[config.mk]
export PLATFORM = sky130hd
export DESIGN_NAME = vga_frame_monitor
export DESIGN_NICKNAME = d
export VERILOG_FILES = /design/src/rtl/vga_frame_monitor.sv
export SDC_FILE = /design/constraint.sdc
export NUM_CORES = 1
export LEC_CHECK = 0
export ABC_AREA = 0
export CORE_UTILIZATION = 45
export DETAILED_ROUTE_END_ITERATION = 10
export PLACE_DENSITY_LB_ADDON = 0.25
export SETUP_SLACK_MARGIN = 0.15
export SYNTH_ARGS = -nofsm -noshare
export SYNTH_HDL_FRONTEND = slang
export SYNTH_SLANG_ARGS = --single-unit
[constraint.sdc]
create_clock -name clk_i -period 6.7 [get_ports clk_i]
set_input_delay 0.67 -clock clk_i [delete_from_list [all_inputs] [get_ports clk_i]]
set_output_delay 0.67 -clock clk_i [all_outputs]
set_load 0.005 [all_outputs]
[src/rtl/vga_frame_monitor.sv]
// vga_frame_monitor
//
// Passive tap on a VGA sync/RGB stream. On ARM it waits for a VSYNC event, then
// samples V_LINES lines of H_PIX pixels each, one sample every CLK_PER_PIX clocks,
// with the first sample of each line taken H_OFFSET clocks after the HSYNC event.
// Every sample is classified as foreground, background or other, and folded into
// a rotate-and-XOR signature. Results are held behind a sticky DONE until the next
// accepted ARM.
//
// Ports:
//   clk_i          system clock
//   rst_i          asynchronous, active-high reset
//   hsync_i        horizontal sync, synchronous to clk_i
//   vsync_i        vertical sync, synchronous to clk_i
//   rgb_i          pixel data
//   arm_i          single-cycle start request (ignored while busy_o)
//   busy_o         capture in progress
//   done_o         sticky result-valid, cleared by an accepted ARM
//   fg_cnt_o       samples equal to FG_COLOR (saturating)
//   bg_cnt_o       samples equal to BG_COLOR (saturating)
//   other_cnt_o    all remaining samples (saturating)
//   sig_o          frame signature
//   line_err_o     sticky: HSYNC event arrived before a line was complete
//   frame_err_o    sticky: VSYNC event arrived before the frame was complete

module vga_frame_monitor #(
    parameter int unsigned       RGB_W       = 8,
    parameter int unsigned       H_PIX       = 705,
    parameter int unsigned       V_LINES     = 520,
    parameter int unsigned       CLK_PER_PIX = 4,
    parameter int unsigned       H_OFFSET    = 0,
    parameter int unsigned       SYNC_RISE   = 1,
    parameter logic [RGB_W-1:0]  FG_COLOR    = 8'h1C,
    parameter logic [RGB_W-1:0]  BG_COLOR    = 8'h00,
    parameter int unsigned       CNT_W       = 20,
    parameter int unsigned       SIG_W       = 16
) (
    input  logic             clk_i,
    input  logic             rst_i,
    input  logic             hsync_i,
    input  logic             vsync_i,
    input  logic [RGB_W-1:0] rgb_i,
    input  logic             arm_i,
    output logic             busy_o,
    output logic             done_o,
    output logic [CNT_W-1:0] fg_cnt_o,
    output logic [CNT_W-1:0] bg_cnt_o,
    output logic [CNT_W-1:0] other_cnt_o,
    output logic [SIG_W-1:0] sig_o,
    output logic             line_err_o,
    output logic             frame_err_o
);

    // Phase counter must hold both the line-start offset and the pixel period.
    localparam int unsigned PH_MAX = (H_OFFSET > CLK_PER_PIX) ? H_OFFSET : CLK_PER_PIX;
    localparam int unsigned PH_W   = $clog2(PH_MAX + 1);
    localparam int unsigned PIX_W  = $clog2(H_PIX + 1);
    localparam int unsigned LINE_W = $clog2(V_LINES + 1);

    localparam logic [PH_W-1:0]   PH_RELOAD = PH_W'(CLK_PER_PIX - 1);
    // The event cycle itself counts as the first offset clock, hence the -1.
    localparam logic [PH_W-1:0]   PH_OFFS   = PH_W'((H_OFFSET == 0) ? 0 : H_OFFSET - 1);
    localparam logic [PIX_W-1:0]  LAST_PIX  = PIX_W'(H_PIX - 1);
    localparam logic [PIX_W-1:0]  PIX_FULL  = PIX_W'(H_PIX);
    localparam logic [LINE_W-1:0] LINE_FULL = LINE_W'(V_LINES);

    typedef enum logic [2:0] {
        StIdle,
        StWaitV,
        StWaitH,
        StSample,
        StFin
    } state_e;

    state_e             state_q, state_d;
    logic               hs_q, vs_q;
    logic [PH_W-1:0]    phase_q, phase_d;
    logic [PIX_W-1:0]   pix_q, pix_d;
    logic [LINE_W-1:0]  line_q, line_d;
    logic [CNT_W-1:0]   fg_q, fg_d;
    logic [CNT_W-1:0]   bg_q, bg_d;
    logic [CNT_W-1:0]   oth_q, oth_d;
    logic [SIG_W-1:0]   sig_q, sig_d;
    logic               done_q, done_d;
    logic               lerr_q, lerr_d;
    logic               ferr_q, ferr_d;

    logic               hs_ev, vs_ev;
    logic               start_line, take;
    logic [PIX_W-1:0]   pix_base, pix_inc;
    logic [LINE_W-1:0]  line_base, line_inc;

    // Sync event: the active level appears while the history register still
    // holds the inactive level.
    assign hs_ev = (SYNC_RISE != 0) ? (hsync_i & ~hs_q) : (~hsync_i & hs_q);
    assign vs_ev = (SYNC_RISE != 0) ? (vsync_i & ~vs_q) : (~vsync_i & vs_q);

    always_comb begin
        state_d    = state_q;
        phase_d    = phase_q;
        pix_d      = pix_q;
        line_d     = line_q;
        fg_d       = fg_q;
        bg_d       = bg_q;
        oth_d      = oth_q;
        sig_d      = sig_q;
        done_d     = done_q;
        lerr_d     = lerr_q;
        ferr_d     = ferr_q;
        start_line = 1'b0;
        take       = 1'b0;
        pix_base   = pix_q;
        line_base  = line_q;
        pix_inc    = '0;
        line_inc   = '0;

        unique case (state_q)
            StIdle: begin
                if (arm_i) begin
                    fg_d    = '0;
                    bg_d    = '0;
                    oth_d   = '0;
                    sig_d   = '0;
                    done_d  = 1'b0;
                    lerr_d  = 1'b0;
                    ferr_d  = 1'b0;
                    state_d = StWaitV;
                end
            end
            StWaitV: begin
                if (vs_ev) begin
                    line_d  = '0;
                    state_d = StWaitH;
                end
            end
            StWaitH: begin
                if (vs_ev) begin
                    ferr_d  = 1'b1;
                    state_d = StFin;
                end else if (hs_ev) begin
                    start_line = 1'b1;
                end
            end
            StSample: begin
                if (vs_ev) begin
                    ferr_d  = 1'b1;
                    state_d = StFin;
                end else if (hs_ev && !(phase_q == '0 && pix_q == LAST_PIX)) begin
                    // Short line: close it out and restart from this event.
                    lerr_d    = 1'b1;
                    line_base = line_q + 1'b1;
                    line_d    = line_base;
                    if (line_base == LINE_FULL) begin
                        state_d = StFin;
                    end else begin
                        start_line = 1'b1;
                    end
                end else if (phase_q == '0) begin
                    // Final-sample cycle lands here even with a concurrent HSYNC.
                    take = 1'b1;
                end else begin
                    phase_d = phase_q - 1'b1;
                end
            end
            StFin: begin
                done_d  = 1'b1;
                state_d = StIdle;
            end
            default: begin
                state_d = StIdle;
            end
        endcase

        if (start_line) begin
            pix_base = '0;
            pix_d    = '0;
            state_d  = StSample;
            if (H_OFFSET == 0) begin
                take = 1'b1;
            end else begin
                phase_d = PH_OFFS;
            end
        end

        if (take) begin
            if (rgb_i == FG_COLOR) begin
                if (fg_q != '1) fg_d = fg_q + 1'b1;
            end else if (rgb_i == BG_COLOR) begin
                if (bg_q != '1) bg_d = bg_q + 1'b1;
            end else begin
                if (oth_q != '1) oth_d = oth_q + 1'b1;
            end
            sig_d   = {sig_q[SIG_W-2:0], sig_q[SIG_W-1]} ^ SIG_W'(rgb_i);
            phase_d = PH_RELOAD;
            pix_inc = pix_base + 1'b1;
            pix_d   = pix_inc;
            if (pix_inc == PIX_FULL) begin
                line_inc = line_base + 1'b1;
                line_d   = line_inc;
                state_d  = (line_inc == LINE_FULL) ? StFin : StWaitH;
            end else begin
                state_d = StSample;
            end
        end
    end

    always_ff @(posedge clk_i or posedge rst_i) begin
        if (rst_i) begin
            state_q <= StIdle;
            hs_q    <= 1'b0;
            vs_q    <= 1'b0;
            phase_q <= '0;
            pix_q   <= '0;
            line_q  <= '0;
            fg_q    <= '0;
            bg_q    <= '0;
            oth_q   <= '0;
            sig_q   <= '0;
            done_q  <= 1'b0;
            lerr_q  <= 1'b0;
            ferr_q  <= 1'b0;
        end else begin
            state_q <= state_d;
            hs_q    <= hsync_i;
            vs_q    <= vsync_i;
            phase_q <= phase_d;
            pix_q   <= pix_d;
            line_q  <= line_d;
            fg_q    <= fg_d;
            bg_q    <= bg_d;
            oth_q   <= oth_d;
            sig_q   <= sig_d;
            done_q  <= done_d;
            lerr_q  <= lerr_d;
            ferr_q  <= ferr_d;
        end
    end

    assign busy_o      = (state_q == StWaitV) || (state_q == StWaitH) || (state_q == StSample);
    assign done_o      = done_q;
    assign fg_cnt_o    = fg_q;
    assign bg_cnt_o    = bg_q;
    assign other_cnt_o = oth_q;
    assign sig_o       = sig_q;
    assign line_err_o  = lerr_q;
    assign frame_err_o = ferr_q;

endmodule

==> impl_metrics.env <==
export IMPL_vias_per_cell=5.97
export IMPL_router_iterations_before_antenna_repair=5
export IMPL_clock_root_buffer="sky130_fd_sc_hd__clkbuf_16"
export IMPL_initial_utilization=0.465
export IMPL_synthFlopType="sky130_fd_sc_hd__dfrtp_1"
export IMPL_grt_pass1_wl_um=29300
export IMPL_nets=836
export IMPL_core_um2=14000
export IMPL_detail_route_antenna_nets=0
export IMPL_synth_compound_area_frac=0.144
export IMPL_global_route_usage_total=0.251
export IMPL_grt_pass1_vias=5638
export IMPL_dieHeight_um=122
export IMPL_class_of_the_most_critical_hold_timing_path="register to register"
export IMPL_number_of_synthesized_flops_with_an_enable_pin=0
export IMPL_setup_worst_path_end_class="register"
export IMPL_worst_ep_required_time_ps=6920
export IMPL_avgRoutedWirePerCell_um=17.9
export IMPL_synthesis_stage_register_bit_count=107
export IMPL_setup_total_negative_slack_ps=0
export IMPL_slew_viol_final=0
export IMPL_finalHoldViolCount=0
export IMPL_cts_buffers=9
export IMPL_timing_worst_slew_pin_value_ps=1150
export IMPL_h_tree_depth=3
export IMPL_worstSkewPairLatency_ps=350
export IMPL_cts_hold_buffers=0
export IMPL_synth_adder_area_share=0.0192
export IMPL_cts_resized_gates=0
export IMPL_post_synth_and_or_nand_nor_area_fraction=0.294
export IMPL_grt_start_max_net_pins=66
export IMPL_syn_cell_area_um2=6500
export IMPL_outcome="completed"
export IMPL_route_detailed_drc=0
export IMPL_io_pins=93
export IMPL_post_cts_setup_buffer_count=0
export IMPL_worstSetupPathType="register to register"
export IMPL_synth_cell_type_count=72
export IMPL_antennaDiodeCount=0
export IMPL_route_final_wire_length_um=17900
export IMPL_postSynth_asyncResetShare=1.00
export IMPL_largest_family_of_logic_cells_by_synthesized_area="simple AND/OR/NAND/NOR gates"
export IMPL_utilization=0.561
export IMPL_synth_nets=766
export IMPL_clock_pin_slew_reported_for_the_worst_setup_and_hold_paths_after_clock_tree_synthesis_ps=70
export IMPL_detail_route_iter0_violations=481
export IMPL_timing_slew_headroom=0.232
export IMPL_netlist_top_cell_by_area="sky130_fd_sc_hd__dfrtp_1"
export IMPL_power_static_leakage_nw=3.10
export IMPL_mostFrequentLayoutCells="112 x sky130_fd_sc_hd__nand2_1, 107 x sky130_fd_sc_hd__dfrtp_1, 92 x sky130_fd_sc_hd__clkdlybuf4s50_1"
export IMPL_tritoncts="yes"
export IMPL_synth_area_leaders="sky130_fd_sc_hd__dfrtp_1 41%, sky130_fd_sc_hd__nand2_1 6.5%, sky130_fd_sc_hd__nand3_1 4.7%"
export IMPL_postSynthCellCount=743
export IMPL_antenna_found_initial=0
export IMPL_cts_root_to_sink_buffers=2
export IMPL_timing_clock_skew_ps=9.28
export IMPL_synth_mux_area_frac=0.0479
export IMPL_areaGrowthSynthToFinish_pct=20.7
export IMPL_timing_final_crit_share=0.781
export IMPL_die_area_um2=14900
export IMPL_detailroute_via_count=5950
export IMPL_yosysWarnings=0
export IMPL_finalWorstPathRequiredPeriod_ps=5240
export IMPL_clkSinkCount=107
export IMPL_clock_fmax_ghz=0.191
export IMPL_cp_max_fo=15
export IMPL_synthXorXnorAreaFrac=0.0458
export IMPL_finalSetupViolCount=0
export IMPL_gp_congestion=0.887
export IMPL_worstSetupStartpointType="register"
export IMPL_synth_avg_cell_area_um2=8.76
export IMPL_dieWidth_um=122
export IMPL_critPathArrivalTime_ps=5450
export IMPL_placement_rows=43
export IMPL_max_cap_violations=0
export IMPL_seq_area_frac_synth=0.412
export IMPL_portion_of_synthesized_cell_area_occupied_by_the_leading_cell_type=0.412
export IMPL_final_layout_size_suffix_gt1_frac=0.0563
export IMPL_layout_cells_most_common="sky130_fd_sc_hd__nand2_1"
export IMPL_overflow=0
export IMPL_power_per_cell_area_nw_per_um2=235
export IMPL_port_buffers=92
export IMPL_irDropWorstVdd_mv=0.128
export IMPL_rsz0062_at_grt="no"
export IMPL_post_dp_hpwl_um=12500
area by class of cell:
class	instances	area, um^2
multi-input cells	578	3590
flip-flops and latches	107	2680
clock buffers	9	225
repair buffers	99	973
fillers	1292	6130
well taps	180	225
inverters	18	70.1
clock inverters	6	96.3
stage by stage:
step | hold WS [ps] | setup WS (ps) | area [um^2] | power, mW | cells
final | 485 | 1460 | 7850 | 1.84 | 997
after global routing | 515 | 1180 | 7850 | 1.95 | 997
after CTS | 490 | 1650 | 7850 | 1.86 | 997
after detailed placement | 475 | 1370 | 7530 | 1.27 | 982
after global placement | 470 | 1660 | 7530 | 1.26 | 982
after floorplan | 471 | 2530 | 6500 | 1.09 | 743
routing by layer:
layer | part of all wire | GRT usage | vias up
met5 | 0 | 0 | -
met3 | 0.063 | 0.0623 | 14
met1 | 0.45 | 0.342 | 2891
met2 | 0.47 | 0.399 | 190
li1 | - | - | 2855
met4 | 0.0092 | 0.0663 | 0
worst max-delay path, cell delays in order, from the launching register on:
cell and delay [ps]:
sky130_fd_sc_hd__dfrtp_1 620, sky130_fd_sc_hd__nand3_1 310, sky130_fd_sc_hd__or4_1 570, sky130_fd_sc_hd__a221oi_1 450
sky130_fd_sc_hd__a21oi_2 190, sky130_fd_sc_hd__nor2_1 380, sky130_fd_sc_hd__nand2_1 150, sky130_fd_sc_hd__inv_1 80
sky130_fd_sc_hd__ha_1 230, sky130_fd_sc_hd__and2_1 170, sky130_fd_sc_hd__a31oi_1 80, sky130_fd_sc_hd__or4bb_1 490
sky130_fd_sc_hd__nor3_1 270, sky130_fd_sc_hd__and4_1 610, sky130_fd_sc_hd__nor2b_1 140, sky130_fd_sc_hd__a221oi_1 250
sky130_fd_sc_hd__mux2i_1 120
cells in the mapped netlist, types with 12 or more instances:
library cell / n
sky130_fd_sc_hd__a21oi_1: 23
sky130_fd_sc_hd__clkbuf_1: 26
sky130_fd_sc_hd__dfrtp_1: 107
sky130_fd_sc_hd__inv_1: 18
sky130_fd_sc_hd__mux2i_1: 30
sky130_fd_sc_hd__nand2_1: 112
sky130_fd_sc_hd__nand3_1: 61
sky130_fd_sc_hd__nand4_1: 20
sky130_fd_sc_hd__nor2_1: 51
sky130_fd_sc_hd__nor3_1: 21
sky130_fd_sc_hd__nor4_1: 17
sky130_fd_sc_hd__o211ai_1: 12
sky130_fd_sc_hd__o21ai_0: 32
sky130_fd_sc_hd__o31ai_1: 12
sky130_fd_sc_hd__xnor2_1: 28
sequential cells by signal, indices dropped and copies added (netlist names):
register / count
line_q: 10
bg_cnt_o: 20
phase_q: 3
pix_q: 10
done_o: 1
fg_cnt_o: 20
sig_o: 16
frame_err_o: 1
other_cnt_o: 20
hs_q: 1
line_err_o: 1
state_q: 3
vs_q: 1
power breakdown:
| group | switching, mW | internal (mW) |
|---|---|---|
| registers | 0.0964 | 0.707 |
| clock network | 0.252 | 0.332 |
| logic | 0.264 | 0.190 |
cell families (layout without fill, tap and decap cells):
| kind of cell | after synthesis | after routing |
|---|---|---|
| buffers and inverters | 58 | 132 |
| AO/OA/AOI/OAI | 134 | 134 |
| adder cells (fa/ha/maj) | 10 | 10 |
| XOR/XNOR | 34 | 34 |
| flip-flops | 107 | 107 |
| multiplexers | 31 | 31 |
| AND/OR/NAND/NOR | 369 | 369 |
worst paths after layout:
check	from	end	slack, ps	depth (start not counted)
hold / removal	frame_err_o$_DFFE_PP0P_	frame_err_o$_DFFE_PP0P_	480	2
min in group asynchronous	rst_i	fg_cnt_o[6]$_DFF_PP0_	770	2
hold reg to reg	frame_err_o$_DFFE_PP0P_	frame_err_o$_DFFE_PP0P_	480	2
max in group asynchronous	rst_i	line_err_o$_DFFE_PP0P_	4750	3
setup reg to reg	line_q[2]$_DFF_PP0_	line_q[4]$_DFF_PP0_	1460	16
setup / recovery	line_q[2]$_DFF_PP0_	line_q[4]$_DFF_PP0_	1460	16
Note: power is estimated with default switching activity, not from simulation.
